<file path="config.mk">
export PLATFORM = sky130hd
export DESIGN_NAME = sun_pll_lockdet_flat
export DESIGN_NICKNAME = d
export VERILOG_FILES = /design/src/rtl/sun_pll_lockdet_if.sv /design/src/rtl/sun_pll_lockdet.sv /design/src/flat_wrapper.sv
export SDC_FILE = /design/constraint.sdc
export NUM_CORES = 1
export LEC_CHECK = 0
export CAP_MARGIN = 5
export CORE_ASPECT_RATIO = 1.75
export CORE_MARGIN = 5
export CORE_UTILIZATION = 45
export CTS_CLUSTER_SIZE = 40
export DETAILED_ROUTE_END_ITERATION = 10
export SLEW_MARGIN = 25
export SYNTH_ARGS = -nofsm -noshare
export SYNTH_HDL_FRONTEND = slang
export SYNTH_SLANG_ARGS = --single-unit
</file>
<file path="constraint.sdc">
create_clock -name CK -period 5.15 [get_ports CK]
set_clock_uncertainty 0.15 [all_clocks]
set_input_delay 1.03 -clock CK [delete_from_list [all_inputs] [get_ports CK]]
set_output_delay 1.03 -clock CK [all_outputs]
set_load 0.02 [all_outputs]
</file>
<file path="src/rtl/sun_pll_lockdet_if.sv">
// Signal bundle between the PLL lock detector and its environment.
// The master side drives enable and the reference clock; the slave side is the detector.
interface sun_pll_lockdet_if #(
  parameter int CW = 8
);
  logic          EN;
  logic          CK_REF;
  logic          LOCKED;
  logic [CW-1:0] CNT;
  logic          CNT_VLD;
  logic          REF_LOST;

  modport master (
    output EN, CK_REF,
    input  LOCKED, CNT, CNT_VLD, REF_LOST
  );

  modport slave (
    input  EN, CK_REF,
    output LOCKED, CNT, CNT_VLD, REF_LOST
  );
endinterface

</file>
<file path="src/rtl/sun_pll_lockdet.sv">
// PLL lock detector: counts CK cycles per CK_REF period and asserts LOCKED after
// NLOCK consecutive in-tolerance windows, dropping it after NUNLOCK bad ones.
module sun_pll_lockdet #(
  parameter int NDIV    = 32,
  parameter int TOL     = 2,
  parameter int NLOCK   = 8,
  parameter int NUNLOCK = 2,
  parameter int CW      = 8
) (
  input  logic             CK,
  input  logic             RST_N,
  sun_pll_lockdet_if.slave bus
);

  localparam int GW = $clog2(NLOCK + 1);
  localparam int BW = $clog2(NUNLOCK + 1);
  localparam logic [CW-1:0]   PER_MAX = '1;
  localparam logic signed [CW:0] NDIV_S = (CW+1)'(NDIV);
  localparam logic signed [CW:0] TOL_S  = (CW+1)'(TOL);

  typedef enum logic [1:0] {IDLE, ACQ, MEAS, LOCK} state_t;

  logic          rst_meta_q, rst_sync_q;
  logic          ref_s1_q, ref_s2_q, ref_s3_q, ref_edge_q;
  state_t        state_q, state_d;
  logic [CW-1:0] per_q, per_d;
  logic [CW-1:0] cnt_q, cnt_d;
  logic          vld_q, vld_d;
  logic          locked_q, locked_d;
  logic          lost_q, lost_d;
  logic [GW-1:0] good_q, good_d;
  logic [BW-1:0] bad_q, bad_d;
  logic          per_sat;
  logic          win_good;
  logic signed [CW:0] diff;

  // Reset asserts asynchronously but releases only after two CK edges.
  always_ff @(posedge CK or negedge RST_N) begin
    if (!RST_N) begin
      rst_meta_q <= 1'b0;
      rst_sync_q <= 1'b0;
    end else begin
      // NOTE: non-blocking assignments so every flop samples pre-edge values.
      rst_meta_q <= 1'b1;
      rst_sync_q <= rst_meta_q;
    end
  end

  // CK_REF synchronizer and registered rising-edge detect; ignores EN.
  always_ff @(posedge CK or negedge RST_N) begin
    if (!RST_N) begin
      ref_s1_q   <= 1'b0;
      ref_s2_q   <= 1'b0;
      ref_s3_q   <= 1'b0;
      ref_edge_q <= 1'b0;
    end else begin
      ref_s1_q   <= bus.CK_REF;
      ref_s2_q   <= ref_s1_q;
      ref_s3_q   <= ref_s2_q;
      ref_edge_q <= ref_s2_q & ~ref_s3_q;
    end
  end

  // NOTE: the async clear makes LOCKED drop on reset with no clock running;
  // the synchronous clear holds state until the reset release has been synchronized.
  always_ff @(posedge CK or negedge RST_N) begin
    if (!RST_N) begin
      state_q  <= IDLE;
      per_q    <= '0;
      cnt_q    <= '0;
      vld_q    <= 1'b0;
      locked_q <= 1'b0;
      lost_q   <= 1'b0;
      good_q   <= '0;
      bad_q    <= '0;
    end else if (!rst_sync_q) begin
      state_q  <= IDLE;
      per_q    <= '0;
      cnt_q    <= '0;
      vld_q    <= 1'b0;
      locked_q <= 1'b0;
      lost_q   <= 1'b0;
      good_q   <= '0;
      bad_q    <= '0;
    end else begin
      state_q  <= state_d;
      per_q    <= per_d;
      cnt_q    <= cnt_d;
      vld_q    <= vld_d;
      locked_q <= locked_d;
      lost_q   <= lost_d;
      good_q   <= good_d;
      bad_q    <= bad_d;
    end
  end

  assign per_sat  = (per_q == PER_MAX);
  assign diff     = $signed({1'b0, per_q}) - NDIV_S;
  assign win_good = (diff >= -TOL_S) && (diff <= TOL_S);

  // The window is judged on the ref_edge cycle so LOCKED registers together with CNT_VLD.
  always_comb begin
    // NOTE: defaults first so every path assigns every signal (no latches).
    state_d  = state_q;
    per_d    = per_sat ? per_q : per_q + CW'(1);
    cnt_d    = cnt_q;
    vld_d    = 1'b0;
    locked_d = locked_q;
    lost_d   = lost_q;
    good_d   = good_q;
    bad_d    = bad_q;
    if (ref_edge_q) per_d = CW'(1);

    case (state_q)
      IDLE: begin
        per_d    = '0;
        cnt_d    = '0;
        locked_d = 1'b0;
        lost_d   = 1'b0;
        good_d   = '0;
        bad_d    = '0;
        if (bus.EN) state_d = ACQ;
      end
      ACQ: begin
        if (ref_edge_q) begin
          state_d = MEAS;
          lost_d  = 1'b0;
        end
      end
      MEAS: begin
        if (ref_edge_q && !per_sat) begin
          cnt_d = per_q;
          vld_d = 1'b1;
          if (!win_good) begin
            good_d = '0;
          end else if (good_q == GW'(NLOCK - 1)) begin
            state_d  = LOCK;
            locked_d = 1'b1;
            good_d   = '0;
            bad_d    = '0;
          end else begin
            good_d = good_q + GW'(1);
          end
        end
      end
      LOCK: begin
        if (ref_edge_q && !per_sat) begin
          cnt_d = per_q;
          vld_d = 1'b1;
          if (win_good) begin
            bad_d = '0;
          end else if (bad_q == BW'(NUNLOCK - 1)) begin
            state_d  = MEAS;
            locked_d = 1'b0;
            good_d   = '0;
            bad_d    = '0;
          end else begin
            bad_d = bad_q + BW'(1);
          end
        end
      end
      default: state_d = IDLE;
    endcase

    // Reference lost: an edge arriving on the saturation cycle still wins.
    if ((state_q == MEAS || state_q == LOCK) && per_sat && !ref_edge_q) begin
      state_d  = ACQ;
      lost_d   = 1'b1;
      locked_d = 1'b0;
      good_d   = '0;
      bad_d    = '0;
    end

    if (!bus.EN) begin
      state_d  = IDLE;
      per_d    = '0;
      cnt_d    = '0;
      vld_d    = 1'b0;
      locked_d = 1'b0;
      lost_d   = 1'b0;
      good_d   = '0;
      bad_d    = '0;
    end
  end

  assign bus.LOCKED   = locked_q;
  assign bus.CNT      = cnt_q;
  assign bus.CNT_VLD  = vld_q;
  assign bus.REF_LOST = lost_q;

endmodule

</file>
<file path="src/flat_wrapper.sv">
// flat-port wrapper written by rule: the top's interface ports become plain ports
module sun_pll_lockdet_flat 
#(
  parameter int NDIV    = 32,
  parameter int TOL     = 2,
  parameter int NLOCK   = 8,
  parameter int NUNLOCK = 2,
  parameter int CW      = 8
)
  (CK, RST_N, bus_EN, bus_CK_REF, bus_LOCKED, bus_CNT, bus_CNT_VLD, bus_REF_LOST);
  sun_pll_lockdet_if #(.CW(CW)) bus_i ();
  input  logic CK;
  input  logic RST_N;
  input wire logic [$bits(bus_i.EN)-1:0] bus_EN;
  input wire logic [$bits(bus_i.CK_REF)-1:0] bus_CK_REF;
  output wire logic [$bits(bus_i.LOCKED)-1:0] bus_LOCKED;
  output wire logic [$bits(bus_i.CNT)-1:0] bus_CNT;
  output wire logic [$bits(bus_i.CNT_VLD)-1:0] bus_CNT_VLD;
  output wire logic [$bits(bus_i.REF_LOST)-1:0] bus_REF_LOST;
  assign bus_i.EN = bus_EN;
  assign bus_i.CK_REF = bus_CK_REF;
  assign bus_LOCKED = bus_i.LOCKED;
  assign bus_CNT = bus_i.CNT;
  assign bus_CNT_VLD = bus_i.CNT_VLD;
  assign bus_REF_LOST = bus_i.REF_LOST;
  sun_pll_lockdet #(.NDIV(NDIV), .TOL(TOL), .NLOCK(NLOCK), .NUNLOCK(NUNLOCK), .CW(CW)) u_core (.CK(CK), .RST_N(RST_N), .bus(bus_i));
endmodule
</file>
; Yosys cells after proc, flatten, opt, wreduce, memory -nomap -nowiden
; Index checks and enable logic that the tools add are counted.
[totals]
input_bits = 4
out_inout_bits = 11
elab_cells = 114
ff_bits = 33
[classes]
n_mux = 59
n_lt_le_gt_ge = 2
n_bitwise = 2
add_sub_neg = 4
eq_ne = 18
reduce_logical = 15
[ops]
columns = operator, n
row1 = 8-bit two-way mux, 8
row2 = "5-bit != test, second input constant", 9
row3 = 2-bit two-way mux, 19
row4 = 4-bit two-way mux, 9
row5 = 1-bit two-way mux, 17
row6 = 8-bit one-hot mux with 2 select lines, 1
row7 = 7-bit AND reduction, 2
row8 = 4-bit one-hot mux with 3 select lines, 1
row9 = 5-bit AND reduction, 2
row10 = "9-bit by 2-bit >= comparator with 1-bit output, second input constant", 1
row11 = "9-bit by 3-bit less-or-equal comparator with 1-bit output, second input constant", 1
row12 = "8-bit by 6-bit subtractor with 9-bit output, second input constant", 1
row13 = "8-bit by 1-bit adder with 8-bit output, second input constant", 1
row14 = "8-bit equality test, second input constant", 1
row15 = "4-bit != test, second input constant", 2
row16 = 2-bit one-hot mux with 4 select lines, 1
row17 = "6-bit != test, second input constant", 1
row18 = 2-bit one-hot mux with 3 select lines, 1
row19 = "4-bit by 1-bit adder with 4-bit output, second input constant", 1
row20 = "2-bit by 1-bit equality test with 1-bit output, second input constant", 2
row21 = "2-bit equality test, second input constant", 2
row22 = "4-bit by 3-bit equality test with 1-bit output, second input constant", 1
row23 = 1-bit logical AND, 4
row24 = 2-bit AND reduction, 2
row25 = 9 further kinds, 10

; Longest topological paths before layout
[logic_depth]
ltp_word = 9
ltp_mapped = 9
depth_no_buf = 8

; Least setup slack after synthesis
; OpenSTA, ideal clock, no wires.
[synth_path]
path_kind = input to register
start = input port bus_EN
end = register u_core.bad_q[0]
setup_time_ns = 0.128
n_path_buf = 1
arrival_ns = 2.229
t_required_ns = 4.872
path_slack_ns = 2.643
path_stages = 6
path_cell_list = and2_1 clkbuf_1 nand3_1 or2_2 o22ai_1 mux2_1
[synth_via]
elab_chain_cells = 2
elab_cells_between_ends = 8
cone_classes = 5 x eq/ne / 2 x mux / 1 x reduce/logical
[synth_rtl]
columns = item, line_no
row1 = start: declaration, flat_wrapper.sv:14  ; input wire logic [$bits(bus_i.EN)-1:0] bus_EN;
row2 = 6-bit != test (no source line) (tied with other cells), --
row3 = 5-bit AND reduction (no source line) or 2-bit two-way mux (tied branches), --
row4 = end signal: assignment, sun_pll_lockdet.sv:75  ; bad_q <= '0;
row5 = end signal: assignment, sun_pll_lockdet.sv:84  ; bad_q <= '0;
row6 = end signal: assignment, sun_pll_lockdet.sv:93  ; bad_q <= bad_d;
row7 = end: declaration, sun_pll_lockdet.sv:32  ; logic [BW-1:0] bad_q, bad_d;
; Several ways; a longest one is shown, not always the timed one.
; A chain may end at the register's enable or synchronous reset.

; Worst setup path in the final report
; Ends and elaborated chain as after synthesis.

==> impl_results.md <==
- CTS clk-pin slew, worst paths: approximately 0.060 ns
- Max_slew headroom: 0.574
- Syn_nets: between 150 and 200
- Fin Setup TNS: 0 ns
- Post-Syn Instances: 161
- Adder-Cell Fraction of Synth Area: 0.0590
- 1st-pass router iterations: 4
- Tcrit/Tclk final: 0.537
- Yosys warns: 0
- Main synth FF type: dfrtp_1
- Count of flip-flops with a built-in enable after synthesis: 0
- Simple-Gate Fraction of Synth Area: 0.199
- Compound-gate portion of the synthesized area: 0.192
- Initial core utilization: 0.468
- Grt total ovfl: 0
- Final Hold Viols: 0
- Final layout net count: roughly 190
- Pwr Density: around 240 nW/um^2
- Worst R2R Start: u_core.per_q[5]$_DFFE_PN0P_
- RSZ-0062 raised after global routing: false
- IO Port Bufs: 14
- Clock latency on the worst-skew pair: 0.29 ns
- Mapped Area: around 1700 um^2
- Die height: ~91 um
- Total wire length: 3620 um
- Final Wtd Congestion: between 0.7 and 0.8
- Setup bufs post-CTS: 0
- Setup violators final: 0
- CTS Hold Buffers Added: 0
- Worst Path Max Fanout: 7
- Clock root cell: clkbuf_8
- Routed WL per cell: roughly 16 um
- Final Max Slew Viols: 0
- Worst slew pin tran: around 0.64 ns
- Die area: just over 5000 um^2
- Critical Path RT: 5.16 ns
- Final non-filler cell total: ~220
- Synth Area in XOR/XNOR: 0.0206
- CTS buffer count: 5
- Largest family of logic cells by synthesized area: simple AND/OR/NAND/NOR gates
- Seq/Total Area, Yosys: 0.487
- Antenna Nets Post-Route: 0
- Post-route DRC violation count: 0
- Worst Min Path Start: u_core.ref_s1_q$_DFF_PN0_
- Detailed Place HPWL: 2660 um
- # diodes: 0
- Share of cells above drive strength 1: 0.103
- Post-route cell area: roughly 1900 um^2
- Setup crit start kind: primary input
- Worst hold path type: reg2reg
- Register bit total from synthesis: 33
- Fmax: between 0.3 and 0.4 GHz
- First-pass GRT wire length: between 6000 and 7000 um
- Placeable Area: 3630 um^2
- Rows: 29
- Critical path class: in2reg
- Min Tclk post-route: between 2 and 3 ns
- Post-synthesis mux area share: 0.00664
- Resize count post-CTS: 0
- Area delta synth->final: 14.5%
- Number of max-cap violations: 0
- Setup crit end kind: flop
- H-tree depth: 2
- Vias per cell: ~5.7
- Pin count of the biggest net entering global routing: 34
- Avg Cell Area, Syn: between 10 and 15 um^2
- First-iteration detailed-routing DRC count: 42
- Worst Setup SP: bus_EN
- Via count: 1,253
- CTS max path bufs: 2
- Die width: approximately 56 um
- Distinct cell type count after synthesis: 46
- Clock sink count: 33
- Outcome: completed
- Leakage power: 0.000844 uW
- Post-synth ARST share: 1.00
- Placed Cells: 213
- I/O pins: 15
- CTS tree: yes
- Worst vdd ir: between 0.00015 and 0.0002 V
- Initial antenna violation count: 0
- GRT Resource Usage Total: 0.154
- Critical path arrival: around 2.8 ns
- Vias in the first global route: 1,348
- Post-DP Area: 1860 um^2
-- through the flow --
stage | util | worst slack (ns) | hold slack [ns] | power [uW]
2_1_floorplan | - | 2.64 | 0.181 | 281
3_3_place_gp | 0.513 | 2.16 | 0.183 | 291
3_5_place_dp | 0.513 | 2.08 | 0.188 | 292
4_1_cts | 0.536 | 2.37 | 0.203 | 479
5_1_grt | 0.536 | 2.25 | 0.212 | 494
6_report | 0.536 | 2.38 | 0.200 | 474
-- where the power goes --
| group | total [uW] | switching (uW) | internal (uW) |
|---|---|---|---|
| Clock | 188 | 94.2 | 93.6 |
| Combinational | 20.0 | 12.6 | 7.39 |
| Sequential | 267 | 4.12 | 263 |
-- flip-flops by register name (all words and copies together) (netlist names), 2 cells and up --
register / count
u_core.bad_q: 2
u_core.bus.CNT: 8
u_core.good_q: 4
u_core.per_q: 8
u_core.state_q: 2
-- final cells by class --
class,count,area [um^2]
fillers,339,1690
flip-flops and latches,33,826
clock buffers,6,72.6
inverters,4,15.0
well taps,46,57.6
multi-input cells,115,815
repair buffers,15,148
clock inverters,2,10.0
-- critical path, cell delays in order --
cell	delay (ns)
clkdlybuf4s50_1	0.47
and2_1	0.25
nand3_1	0.15
or2_2	0.32
o22ai_1	0.21
mux2_1	0.35
-- cells in the mapped netlist (all sizes together), types with 2 or more instances --
master | n | area, um^2
dfrtp | 33 | 826
nor2 | 13 | 51.3
a22o | 12 | 105
ha | 8 | 100
nand3 | 8 | 45.0
o21ai | 8 | 40.0
a21oi | 7 | 42.5
nand2 | 6 | 22.5
clkbuf | 5 | 18.8
and3 | 4 | 25.0
buf | 4 | 22.5
inv | 4 | 15.0
nor2b | 4 | 25.0
nor3 | 4 | 20.0
a211oi | 3 | 22.5
a31oi | 3 | 33.8
and2 | 3 | 18.8
nand4 | 3 | 18.8
xor2 | 3 | 26.3
and4 | 2 | 17.5
nand2b | 2 | 12.5
o21bai | 2 | 15.0
o22ai | 2 | 18.8
o2bb2ai | 2 | 17.5
or2 | 2 | 12.5
or3 | 2 | 17.5
-- kinds of logic after synthesis --
kind of cell,after synthesis
other,1
and+or+nand+nor,58
buffers and inverters,13
DFF,33
muxes,1
xor gates and xnor gates,4
adders and majority gates,8
AOI/OAI and AO/OA,43
-- cells in the final DEF, fill, tap and decap left out, types with 4 or more instances in the layout --
cell and n:
dfrtp_1 33, and3_1 4, nand3_1 7, clkbuf_8 5, nand2_1 6, a21oi_1 5, nor2_1 12, o21ai_0 6
nor3_1 4, a22o_1 12, clkdlybuf4s50_1 14, ha_1 8, inv_1 4, nor2b_1 4
-- per-layer routing --
metal  GRT usage  vias up  share of wire
met2       0.272       24           0.54
met4      0.0752        0          0.022
met3      0.0369        9          0.038
li1            -      604              -
met1       0.170      616           0.40
met5           0        -              0
-- worst paths after layout --
kind                            cells past startpoint                            to  slack (ns)
worst max-delay path                                6   u_core.bad_q[0]$_DFFE_PN0P_        2.38
worst min-delay path                                0     u_core.ref_s2_q$_DFF_PN0_        0.20
worst max register to register                      8   u_core.bad_q[0]$_DFFE_PN0P_        2.43
worst min register to register                      0     u_core.ref_s2_q$_DFF_PN0_        0.20
max in group asynchronous                           2     u_core.ref_s1_q$_DFF_PN0_        3.55
min in group asynchronous                           2  u_core.good_q[3]$_DFFE_PN0P_        0.99
Note: power is estimated with default switching activity, not from simulation.
